<file path="config.mk">
export PLATFORM = sky130hd
export DESIGN_NAME = dram_port_arb
export DESIGN_NICKNAME = d
export VERILOG_FILES = /design/src/rtl/dram_port_arb_pkg.sv /design/src/rtl/dram_port_arb_rr_pick.sv /design/src/rtl/dram_port_arb.sv
export SDC_FILE = /design/constraint.sdc
export NUM_CORES = 1
export LEC_CHECK = 0
export CAP_MARGIN = 20
export CORE_ASPECT_RATIO = 1.5
export CORE_MARGIN = 5
export CORE_UTILIZATION = 52
export DETAILED_ROUTE_END_ITERATION = 10
export PLACE_DENSITY = 0.85
export SYNTH_ARGS = -nofsm -noshare
export SYNTH_HDL_FRONTEND = slang
export SYNTH_SLANG_ARGS = --single-unit
</file>
<file path="constraint.sdc">
create_clock -name clk -period 4.5 [get_ports clk]
set_clock_uncertainty 0.2 [all_clocks]
set_input_delay 0.675 -clock clk [delete_from_list [all_inputs] [get_ports clk]]
set_output_delay 0.675 -clock clk [all_outputs]
set_load 0.01 [all_outputs]
</file>
<file path="src/rtl/dram_port_arb_pkg.sv">
// Shared definitions for the dram0 port arbiter: FSM encoding, default widths
// and the round-robin pointer advance.
package dram_port_arb_pkg;

  typedef enum logic [1:0] {
    ST_IDLE  = 2'd0,
    ST_ISSUE = 2'd1,
    ST_WAIT  = 2'd2
  } state_t;

  localparam int DRAM_ADDR_WIDTH = 28;
  localparam int DRAM_DATA_WIDTH = 32;
  localparam logic [DRAM_DATA_WIDTH-1:0] TIMEOUT_DATA = '0;

  // Pointer moves just past the requester that was served, wrapping at n.
  function automatic logic [2:0] next_ptr(input logic [2:0] g, input int n);
    return (int'(g) == n - 1) ? 3'd0 : g + 3'd1;
  endfunction

endpackage

</file>
<file path="src/rtl/dram_port_arb_rr_pick.sv">
// Combinational round-robin selector: lowest pending index at or above ptr,
// otherwise the lowest pending index overall.
module dram_port_arb_rr_pick #(
  parameter int N = 2
) (
  input  logic [N-1:0] pending,
  input  logic [2:0]   ptr,
  output logic [2:0]   grant,
  output logic         any
);

  logic [2:0] hi_idx;
  logic [2:0] lo_idx;
  logic       hi_ok;

  always_comb begin
    hi_idx = '0;
    lo_idx = '0;
    hi_ok  = 1'b0;
    // Scan downward so the lowest qualifying index is the one left standing.
    for (int i = N - 1; i >= 0; i--) begin
      if (pending[i]) begin
        lo_idx = 3'(i);
        if (3'(i) >= ptr) begin
          hi_idx = 3'(i);
          hi_ok  = 1'b1;
        end
      end
    end
    grant = hi_ok ? hi_idx : lo_idx;
    any   = |pending;
  end

endmodule

</file>
<file path="src/rtl/dram_port_arb.sv">
// Shares the single dram0 peek/poke port among NUM_REQ single-word requesters,
// with round-robin grant and a timeout against a hung DRAM controller.
module dram_port_arb
  import dram_port_arb_pkg::*;
#(
  parameter int NUM_REQ    = 2,
  parameter int ADDR_WIDTH = DRAM_ADDR_WIDTH,
  parameter int DATA_WIDTH = DRAM_DATA_WIDTH,
  parameter int TIMEOUT    = 255
) (
  input  logic                          clk,
  input  logic                          rst,
  input  logic [NUM_REQ*ADDR_WIDTH-1:0] req_addr_i,
  input  logic [NUM_REQ*DATA_WIDTH-1:0] req_data_i,
  input  logic [NUM_REQ-1:0]            req_we_i,
  input  logic [NUM_REQ-1:0]            req_pop_i,
  output logic [NUM_REQ-1:0]            req_busy_o,
  output logic [NUM_REQ-1:0]            req_ack_o,
  output logic [NUM_REQ-1:0]            req_err_o,
  output logic [DATA_WIDTH-1:0]         req_data_o,
  output logic [2:0]                    grant_o,
  output logic [ADDR_WIDTH-1:0]         dram_addr_o,
  output logic [DATA_WIDTH-1:0]         dram_data_o,
  output logic                          dram_we_o,
  output logic                          dram_pop_o,
  input  logic [DATA_WIDTH-1:0]         dram_data_i,
  input  logic                          dram_ack_i
);

  logic [NUM_REQ-1:0]    pending_reg;
  logic [NUM_REQ-1:0]    slot_we_reg;
  logic [ADDR_WIDTH-1:0] slot_addr_reg [NUM_REQ];
  logic [DATA_WIDTH-1:0] slot_data_reg [NUM_REQ];

  state_t                state_reg, state_next;
  logic [2:0]            rr_ptr_reg;
  logic [2:0]            grant_reg;
  logic [15:0]           cnt_reg;
  logic                  we_reg;
  logic [ADDR_WIDTH-1:0] dram_addr_reg;
  logic [DATA_WIDTH-1:0] dram_data_reg;
  logic [NUM_REQ-1:0]    ack_reg, err_reg;
  logic [DATA_WIDTH-1:0] rdata_reg;

  logic [2:0]            pick_idx;
  logic                  pick_any;
  logic [ADDR_WIDTH-1:0] sel_addr;
  logic [DATA_WIDTH-1:0] sel_data;
  logic                  sel_we;
  logic                  expired, done;
  logic [NUM_REQ-1:0]    cap, clr, grant_hit;

  dram_port_arb_rr_pick #(.N(NUM_REQ)) u_pick (
    .pending (pending_reg),
    .ptr     (rr_ptr_reg),
    .grant   (pick_idx),
    .any     (pick_any)
  );

  // Abort on the edge where the wait counter would reach TIMEOUT.
  assign expired = (({1'b0, cnt_reg} + 17'd1) == 17'(TIMEOUT));
  assign done    = (state_reg == ST_WAIT) && (dram_ack_i || expired);

  for (genvar gi = 0; gi < NUM_REQ; gi++) begin : g_slot
    assign cap[gi]       = !pending_reg[gi] && (req_we_i[gi] || req_pop_i[gi]);
    assign grant_hit[gi] = (grant_reg == 3'(gi));
    assign clr[gi]       = done && grant_hit[gi];
  end

  always_ff @(posedge clk) begin
    if (rst) begin
      pending_reg <= '0;
      slot_we_reg <= '0;
      for (int k = 0; k < NUM_REQ; k++) begin
        slot_addr_reg[k] <= '0;
        slot_data_reg[k] <= '0;
      end
    end else begin
      for (int k = 0; k < NUM_REQ; k++) begin
        if (cap[k]) begin
          pending_reg[k]   <= 1'b1;
          slot_we_reg[k]   <= req_we_i[k];
          slot_addr_reg[k] <= req_addr_i[k*ADDR_WIDTH +: ADDR_WIDTH];
          slot_data_reg[k] <= req_data_i[k*DATA_WIDTH +: DATA_WIDTH];
        end else if (clr[k]) begin
          pending_reg[k] <= 1'b0;
        end
      end
    end
  end

  always_comb begin
    sel_addr = '0;
    sel_data = '0;
    sel_we   = 1'b0;
    for (int k = 0; k < NUM_REQ; k++) begin
      if (pick_idx == 3'(k)) begin
        sel_addr = slot_addr_reg[k];
        sel_data = slot_data_reg[k];
        sel_we   = slot_we_reg[k];
      end
    end
  end

  always_ff @(posedge clk) begin
    if (rst) state_reg <= ST_IDLE;
    else     state_reg <= state_next;
  end

  always_comb begin
    state_next = state_reg;
    case (state_reg)
      ST_IDLE:  if (pick_any) state_next = ST_ISSUE;
      ST_ISSUE: state_next = ST_WAIT;
      ST_WAIT:  if (done) state_next = ST_IDLE;
      default:  state_next = ST_IDLE;
    endcase
  end

  always_comb begin
    dram_we_o  = (state_reg == ST_ISSUE) && we_reg;
    dram_pop_o = (state_reg == ST_ISSUE) && !we_reg;
  end

  always_ff @(posedge clk) begin
    if (rst) begin
      rr_ptr_reg    <= '0;
      grant_reg     <= '0;
      cnt_reg       <= '0;
      we_reg        <= 1'b0;
      dram_addr_reg <= '0;
      dram_data_reg <= '0;
      ack_reg       <= '0;
      err_reg       <= '0;
      rdata_reg     <= '0;
    end else begin
      ack_reg <= '0;
      err_reg <= '0;
      case (state_reg)
        ST_IDLE: if (pick_any) begin
          grant_reg     <= pick_idx;
          dram_addr_reg <= sel_addr;
          dram_data_reg <= sel_data;
          we_reg        <= sel_we;
        end
        ST_ISSUE: cnt_reg <= '0;
        ST_WAIT: begin
          cnt_reg <= cnt_reg + 16'd1;
          if (done) begin
            ack_reg    <= grant_hit;
            err_reg    <= dram_ack_i ? '0 : grant_hit;
            rr_ptr_reg <= next_ptr(grant_reg, NUM_REQ);
            if (!dram_ack_i)  rdata_reg <= DATA_WIDTH'(TIMEOUT_DATA);
            else if (!we_reg) rdata_reg <= dram_data_i;
          end
        end
        default: ;
      endcase
    end
  end

  assign req_busy_o  = pending_reg;
  assign req_ack_o   = ack_reg;
  assign req_err_o   = err_reg;
  assign req_data_o  = rdata_reg;
  assign grant_o     = grant_reg;
  assign dram_addr_o = dram_addr_reg;
  assign dram_data_o = dram_data_reg;

endmodule

</file>
-- Word level (Yosys, flattened, before mapping)
Memory sizes are Yosys's and may differ from the RTL's.
Index checks and enable logic that the tools add are counted.
- add/subtract/negate cells: 3
- magnitude comparators: 2
- eq/ne operators: 9
- muxes and demuxes: 40
- bitwise logic cells: 6
- reduce and logical (&&, ||, !) cells: 26
- operator list (kind ; number):
    $mux 32 ; 6
    $mux 28 ; 4
    $pmux 16 s2 ; 1
    $mux 1 ; 21
    $add 16x1->17 const B ; 1
    $eq 17x8->1 const B ; 1
    $add 16x1->16 const B ; 1
    $mux 3 ; 5
    $logic_and 1x1->1 ; 7
    $eq 3x1->1 const B ; 2
    $ge 1x3->1 const A ; 2
    $logic_not 3->1 ; 2
    $ne 2x2->1 const B ; 3
    $pmux 2 s3 ; 1
    $reduce_and 2->1 ; 3
    $reduce_bool 2->1 ; 3
    $mux 2 ; 2
    $or 1x1->1 ; 4
    $reduce_or 4->1 ; 1
    $add 3x1->3 const B ; 1
    $eq 3x2->1 const B ; 1
    $logic_not 1->1 ; 3
    $logic_or 1x1->1 ; 3
    $reduce_and 3->1 ; 1
    6 further kinds ; 7
- flip-flop bits (word level): 125
- memory bits (writable): 120
- bits of input ports: 159
- output and inout bits: 103
- word-level logic and storage cells: 102
- memories: 2
- memories (memory ; depth ; bits a word ; read ports ; clocked after Yosys merged registers in ; write ports ; RTL line ; source):
    slot_data_reg ; 2 ; 32 ; 2 ; 0 ; 2 ; dram_port_arb.sv:33 ; logic [DATA_WIDTH-1:0] slot_data_reg [NUM_REQ];
    slot_addr_reg ; 2 ; 28 ; 2 ; 0 ; 2 ; dram_port_arb.sv:32 ; logic [ADDR_WIDTH-1:0] slot_addr_reg [NUM_REQ];

-- Longest topological paths before layout
Gate-level depths: netlist (run 1).
- depth after elaboration: 9
- depth in mapped cells: 9
- gate-level depth less buffers: 8

-- Hierarchy
From an unflattened synthesis (run 1), not the netlist that was laid out.
- cells, all modules: 961
- area, all modules: 10318.6 µm²
- by module, submodules not included (module ; instances ; cells each ; area an instance (µm²) ; sequential area each (µm²)):
    dram_port_arb ; 1 ; 955 ; 10277.4 ; 6105.9
    dram_port_arb_rr_pick ; 1 ; 6 ; 41.3 ; 0.0

-- Least setup slack after synthesis (run 1)
OpenSTA, ideal clock, no wires.
- kind: input-to-reg
- start point: input port rst
- end point: memory slot_addr_reg[0][0] in the netlist's numbering (enable)
- setup time: 0.428 ns
- arrival time: 2.685 ns
- required time: 3.872 ns
- slack: 1.187 ns
- cell stages on the path: 3
- path buffers: 2
- path through: clkbuf_1 clkbuf_1 nand2b_1
- RTL lines (item ; RTL line ; source):
    start, declared ; dram_port_arb.sv:12 ; input logic rst,
    end, declared ; dram_port_arb.sv:32 ;

-- Final worst setup path (run 1)
- start point: register cnt_reg[1]
- end point: register rdata_reg[5] (netlist: req_data_o[5])
- word-level cells in the longest chain between the ends: 5
- RTL lines (item ; RTL line ; source):
    start, declared ; dram_port_arb.sv:38 ; logic [15:0] cnt_reg;
    start signal, assigned ; dram_port_arb.sv:148 ; cnt_reg <= cnt_reg + 16'd1;
    $add 16x1->17 ; dram_port_arb.sv:61 ; assign expired = (({1'b0, cnt_reg} + 17'd1) == 17'(TIMEOUT));
    $eq 17x8->1 ; dram_port_arb.sv:61 ;
    $logic_or 1x1->1 ; dram_port_arb.sv:62 ; assign done = (state_reg == ST_WAIT) && (dram_ack_i || expired);
    $logic_and 1x1->1 ; dram_port_arb.sv:62 ;
    $reduce_and 3->1 (no source line) ; n/a ;
    end signal, assigned ; dram_port_arb.sv:153 ; if (!dram_ack_i) rdata_reg <= DATA_WIDTH'(TIMEOUT_DATA);
    end signal, assigned ; dram_port_arb.sv:154 ; else if (!we_reg) rdata_reg <= dram_data_i;
    end, declared ; dram_port_arb.sv:43 ; logic [DATA_WIDTH-1:0] rdata_reg;
No other way between the ends.
A chain may end at the register's enable or synchronous reset.

==> qor.txt, run 1 <==
dominant synthesized flop cell: dfxtp_1
CP bufs+invs: 1
Min-Delay Path Depth: 1
Post-CTS Hold Buffers: 0
GRT Total Usage: 0.223
Max-Cap Viols: 0
Site Rows: 61
sequential fraction of the synthesis area: 0.627
initial antenna violation count: 2
share of layout cells above drive strength 1: 0.0617
vias per cell: 5.29
post-cts repair resize count: 0
router iterations before antenna repair: 5
gr ovfl total: 0
crit path cell chain: ha_1, nand3_2, nor3_1, a31oi_1, or4b_4, o2bb2ai_2, buf_4, a22o_1
Clock power frac: 0.365
port bufs: 259
FF-to-FF path depth: 8
Post-Route WL: 24.4 mm
Crit path arrival time: 3250 ps
cell area after placement: 12,400 sq um
most frequent cells in the layout: clkdlybuf4s50_1, nand2_1, and2_1
CP peak stage delay: 570 ps
Post-DRT Antenna Nets: 0
post-layout worst setup margin: 1430 ps
Leakage Power: 0.00484 uW
Yosys warning count: 0
NetSw: 1400 uW
Flop pwr share: 0.465
total CTS buffers: 23
Largest delay share family, worst path: simple AND/OR/NAND/NOR gates
hpwl dp: 16.8 mm
post-CTS setup buffers: 0
critical path depth in cells: 8
setup tns final: 0 ps
CP required: 4680 ps
worst-case clock buffer depth: 3
largest net degree at the start of global routing: 121
Die H: 177 um
Hold Fails Final Rpt: 0
io pins: 262
cell total after placement: 1,344
sw frac: 0.244
NumNets Final: 1,283
GP Congestion: 0.822
Fmax achieved: 326 MHz
Vias: 7,347
vias in the first global route: 7,476
CTS H-tree lvls: 1
worst relative slew slack: 0.283
Crit Path Class: reg2reg
worst slew pin tran: 1070 ps
Comb pwr share: 0.170
synth unique cells: 48
Power Density: 433 nW/um^2
Mean Syn Cell Area: 10.8 sq um
Initial Util: 0.523
clk sink count: 241
Slowest-stage cell, CP: or4b_4
Die Area: 21,400 sq um
max reg flops: 64
RSZ-0062 raised after global routing: false
min Tclk post-route: 3070 ps
Crit Path Max Fanout: 32
Mapped Area: 9610 sq um
internal power: 4330 uW
number of synthesized register bits: 241
Critical Path Source Type: flip-flop
Root Driver: clkbuf_16
design area: 13,200 sq um
initial DRC count: 526
Hold Crit Class: reg2reg
post-layout power: 5720 uW
DRC: 0
DR WL/cell: 17.6 um
CP Capture Type: flip-flop
Final Non-Filler Cells: 1,388
first-pass GRT wire length: 38.1 mm
maximum vdd drop: 0.345 mV
Slew Viols, Final: 0
most common cell after layout, fill and taps aside: clkdlybuf4s50_1
Die X: 121 um
ys async rst share: 0
EDFF count, synth: 120
clock latency on the worst-skew pair: 500 ps
Worst-path clk slew: 60 ps
cells after synthesis: 890
Area growth syn-to-layout: 37.6%
core area: 18,400 sq um
final worst-path cycle share: 0.682
Finish-stage setup viols: 0
CTS tree: built
status: finished, final reports clean
setup slack at placement: 1390 ps
==> logic make-up (layout without fill, tap and decap cells) <==
group / Yosys count / after routing / synth area share
flip-flops: 241 / 241 / 0.627
AND/OR/NAND/NOR: 413 / 413 / 0.206
adder cells (fa/ha/maj): 6 / 6 / 0.00781
multiplexers: 3 / 3 / 0.00312
AO/OA/AOI/OAI: 140 / 140 / 0.117
buffers and inverters: 80 / 323 / 0.0335
other: 1 / 4 / 0.000390
XOR/XNOR: 6 / 6 / 0.00547
==> cell usage after synthesis (2+ instances only) <==
cell	n	area share
a21oi_1	19	0.0099
a221oi_1	2	0.0018
a22o_1	32	0.029
a22oi_1	3	0.0023
a311oi_1	62	0.056
and2_1	122	0.079
and3_1	2	0.0013
buf_1	4	0.0016
buf_2	8	0.0042
buf_4	3	0.0023
clkbuf_1	54	0.021
dfxtp_1	121	0.25
edfxtp_1	120	0.37
ha_1	6	0.0078
inv_1	10	0.0039
mux2i_1	3	0.0031
nand2_1	155	0.061
nand2b_1	6	0.0039
nand3_1	7	0.0036
nand3_2	2	0.0021
nand4_1	4	0.0026
nor2_1	86	0.034
nor2b_1	4	0.0026
nor3_1	13	0.0068
nor4_1	5	0.0033
o21ai_0	9	0.0047
o21bai_1	2	0.0016
or2_2	2	0.0013
xnor2_1	5	0.0046
==> final cells by class <==
type / count / area, sq um
Inverter: 11 / 41.3
Antenna cell: 2 / 5.00
Sequential cell: 241 / 6030
Clock inverter: 13 / 198
Clock buffer: 28 / 634
Fill cell: 1303 / 5170
Multi-Input combinational cell: 570 / 3310
Tap cell: 252 / 315
Timing Repair Buffer: 271 / 2690
==> power by group through the flow <==
stage          combinational, uW  clock (uW)  sequential (uW)
6_report                     973        2090             2660
5_1_grt                     1060        2220             2680
4_1_cts                      982        2130             2660
3_5_place_dp                 975           0             2710
3_3_place_gp                 950           0             2700
2_1_floorplan                421           0             2740
==> final timing paths <==
check	endpoint	slack [ps]	from
worst max-delay path	req_data_o[5]	1430	cnt_reg[1]
worst min-delay path	req_data_o[0]	270	req_data_o[0]
worst max register to register	req_data_o[5]	1430	cnt_reg[1]
worst min register to register	req_data_o[0]	270	req_data_o[0]
==> stage by stage <==
| step | utilization | hold slack (ps) |
|---|---|---|
| 6_report | 0.719 | 274 |
| 3_3_place_gp | 0.672 | 255 |
| 4_1_cts | 0.717 | 276 |
| 3_5_place_dp | 0.672 | 253 |
| 5_1_grt | 0.719 | 286 |
| 2_1_floorplan | - | 243 |
==> layer usage <==
layer | vias to the layer above | global-route usage | routed length, um
met5 | - | 0 | 0
met4 | 0 | 0.100 | 1040
met3 | 59 | 0.0391 | 1520
met2 | 266 | 0.414 | 13200
met1 | 3451 | 0.244 | 8600
li1 | 3571 | - | -
No activity file was read; power rests on OpenSTA's default activity.
==> run 2: changes to the inputs <==
- CORE_UTILIZATION: 52 -> 44
- PLACE_DENSITY: 0.85 -> 0.77
- clock period: 4.5 -> 2.8 ns (I/O delays scaled with it)
==> qor.txt, run 2 (same netlist as run 1, synthesis figures left out) <==
CP Capture Type: flip-flop
termination of the worst setup path: req_data_o[25]
GRT Total Usage: 0.188
first-pass GRT wire length: 37.4 mm
Area growth syn-to-layout: 39.5%
router iterations before antenna repair: 5
Hold Crit Class: in2reg
setup slack at placement: 74.2 ps
Power Density: 666 nW/um^2
diode count: 0
Post-Route WL: 24.3 mm
port bufs: 259
max reg flops: 64
CP Launch Point: cnt_reg[6]
FF-to-FF path depth: 9
clk sink count: 241
DRC: 0
GP Congestion: 0.809
CP bufs+invs: 2
design area: 13,400 sq um
gr ovfl total: 0
CTS tree: built
Critical Path Source Type: flip-flop
R2R setup slack: 100 ps
Largest delay share family, worst path: simple AND/OR/NAND/NOR gates
post-CTS setup buffers: 0
final worst-path cycle share: 0.963
Slowest-stage cell, CP: or4b_4
Die X: 131 um
Slew Viols, Final: 0
maximum vdd drop: 0.481 mV
setup tns final: 0 ps
initial DRC count: 445
post-layout worst setup margin: 104 ps
Die Area: 25,000 sq um
Fmax achieved: 371 MHz
largest net degree at the start of global routing: 88
vias in the first global route: 7,298
share of layout cells above drive strength 1: 0.0791
worst r2r src: cnt_reg[6]
Vias: 7,362
Max-Cap Viols: 0
Crit Path Max Fanout: 32
crit path cell chain: nand3_2, buf_4, nor4_2, a221oi_1, a21oi_2, or4b_4, o2bb2ai_2, buf_12, a22o_1
Site Rows: 66
met1 wire length: 8.71 mm
worst slew pin tran: 703 ps
worst relative slew slack: 0.531
worst flop-to-flop path endpoint: req_data_o[25]
hpwl dp: 16.6 mm
hold_ws: 175 ps
CTS H-tree lvls: 1
Post-DRT Antenna Nets: 0
CP required: 2990 ps
Met3 Wirelength: 1.91 mm
post-layout power: 8930 uW
io pins: 262
DR WL/cell: 17.1 um
status: finished, final reports clean
total CTS buffers: 24
Die H: 191 um
Initial Util: 0.444
Max Used Layer: met4
most common cell after layout, fill and taps aside: clkdlybuf4s50_1
CP peak stage delay: 500 ps
Crit Path Class: reg2reg
min Tclk post-route: 2700 ps
Hold Fails Final Rpt: 0
Leakage Power: 0.00493 uW
Worst-path clk slew: 70 ps
NumNets Final: 1,297
Root Driver: clkbuf_16
most frequent cells in the layout: clkdlybuf4s50_1, nand2_1, and2_1
vias per cell: 5.18
initial antenna violation count: 0
critical path depth in cells: 9
cell area after placement: 12,600 sq um
metal2 WL: 13.0 mm
worst-case clock buffer depth: 3
clock latency on the worst-skew pair: 510 ps
core area: 21,600 sq um
Crit path arrival time: 2890 ps
Finish-stage setup viols: 0
-- run 2: changes by cell type in the layout (fill, tap and decap cells not counted), moves of 2 or more --
cell	previous run	this run
buf_12	1	6
buf_4	12	20
bufinv_16	5	0
clkbuf_1	1	4
clkbuf_16	23	25
clkinv_2	4	6
dfxtp_1	121	116
dfxtp_2	0	5
diode_2	2	0
nand2b_2	2	0
nand2b_4	0	2
nor4_1	5	3
nor4_4	0	2
-- run 2: routing by layer --
layer  track usage  vias to the layer above
li1              -                     3594
met1         0.206                     3461
met2         0.353                      262
met3        0.0422                       45
met4        0.0598                        0
met5             0                        -
-- run 2: worst min-delay path by stage --
stage	depth (start not counted)	endpoint	startpoint
6_report	2	grant_o[0]	rst
5_1_grt	2	grant_o[0]	rst
4_1_cts	2	cnt_reg[13]	rst
3_5_place_dp	1	req_data_o[21]	req_data_o[21]
3_3_place_gp	1	req_data_o[19]	req_data_o[19]
2_1_floorplan	1	req_err_o[0]	grant_o[0]
-- run 2: layout make-up --
cell class | instances | area [sq um]
flip-flops and latches | 241 | 6030
clock inverters | 10 | 61.3
fillers | 1687 | 8230
clock buffers | 34 | 709
well taps | 272 | 340
repair buffers | 284 | 2850
multi-input cells | 570 | 3370
inverters | 11 | 41.3
-- run 2: metrics by stage --
step                cells  utilization
CTS                  1422        0.617
global route         1422        0.620
floorplan             891            -
detailed placement   1378        0.581
global placement     1378        0.581
finish               1422        0.620
-- run 2: where the power goes --
group | internal, uW | total (uW) | switching [uW]
Clock | 1770 | 3070 | 1300
Combinational | 805 | 1590 | 788
Sequential | 4100 | 4260 | 161
Total | 6680 | 8930 | 2250
-- run 2: what timing repair did --
item | CTS | global route
resized for setup | 0 | 12
hold buffers | 0 | 0
setup endpoints to repair | 0 | 32
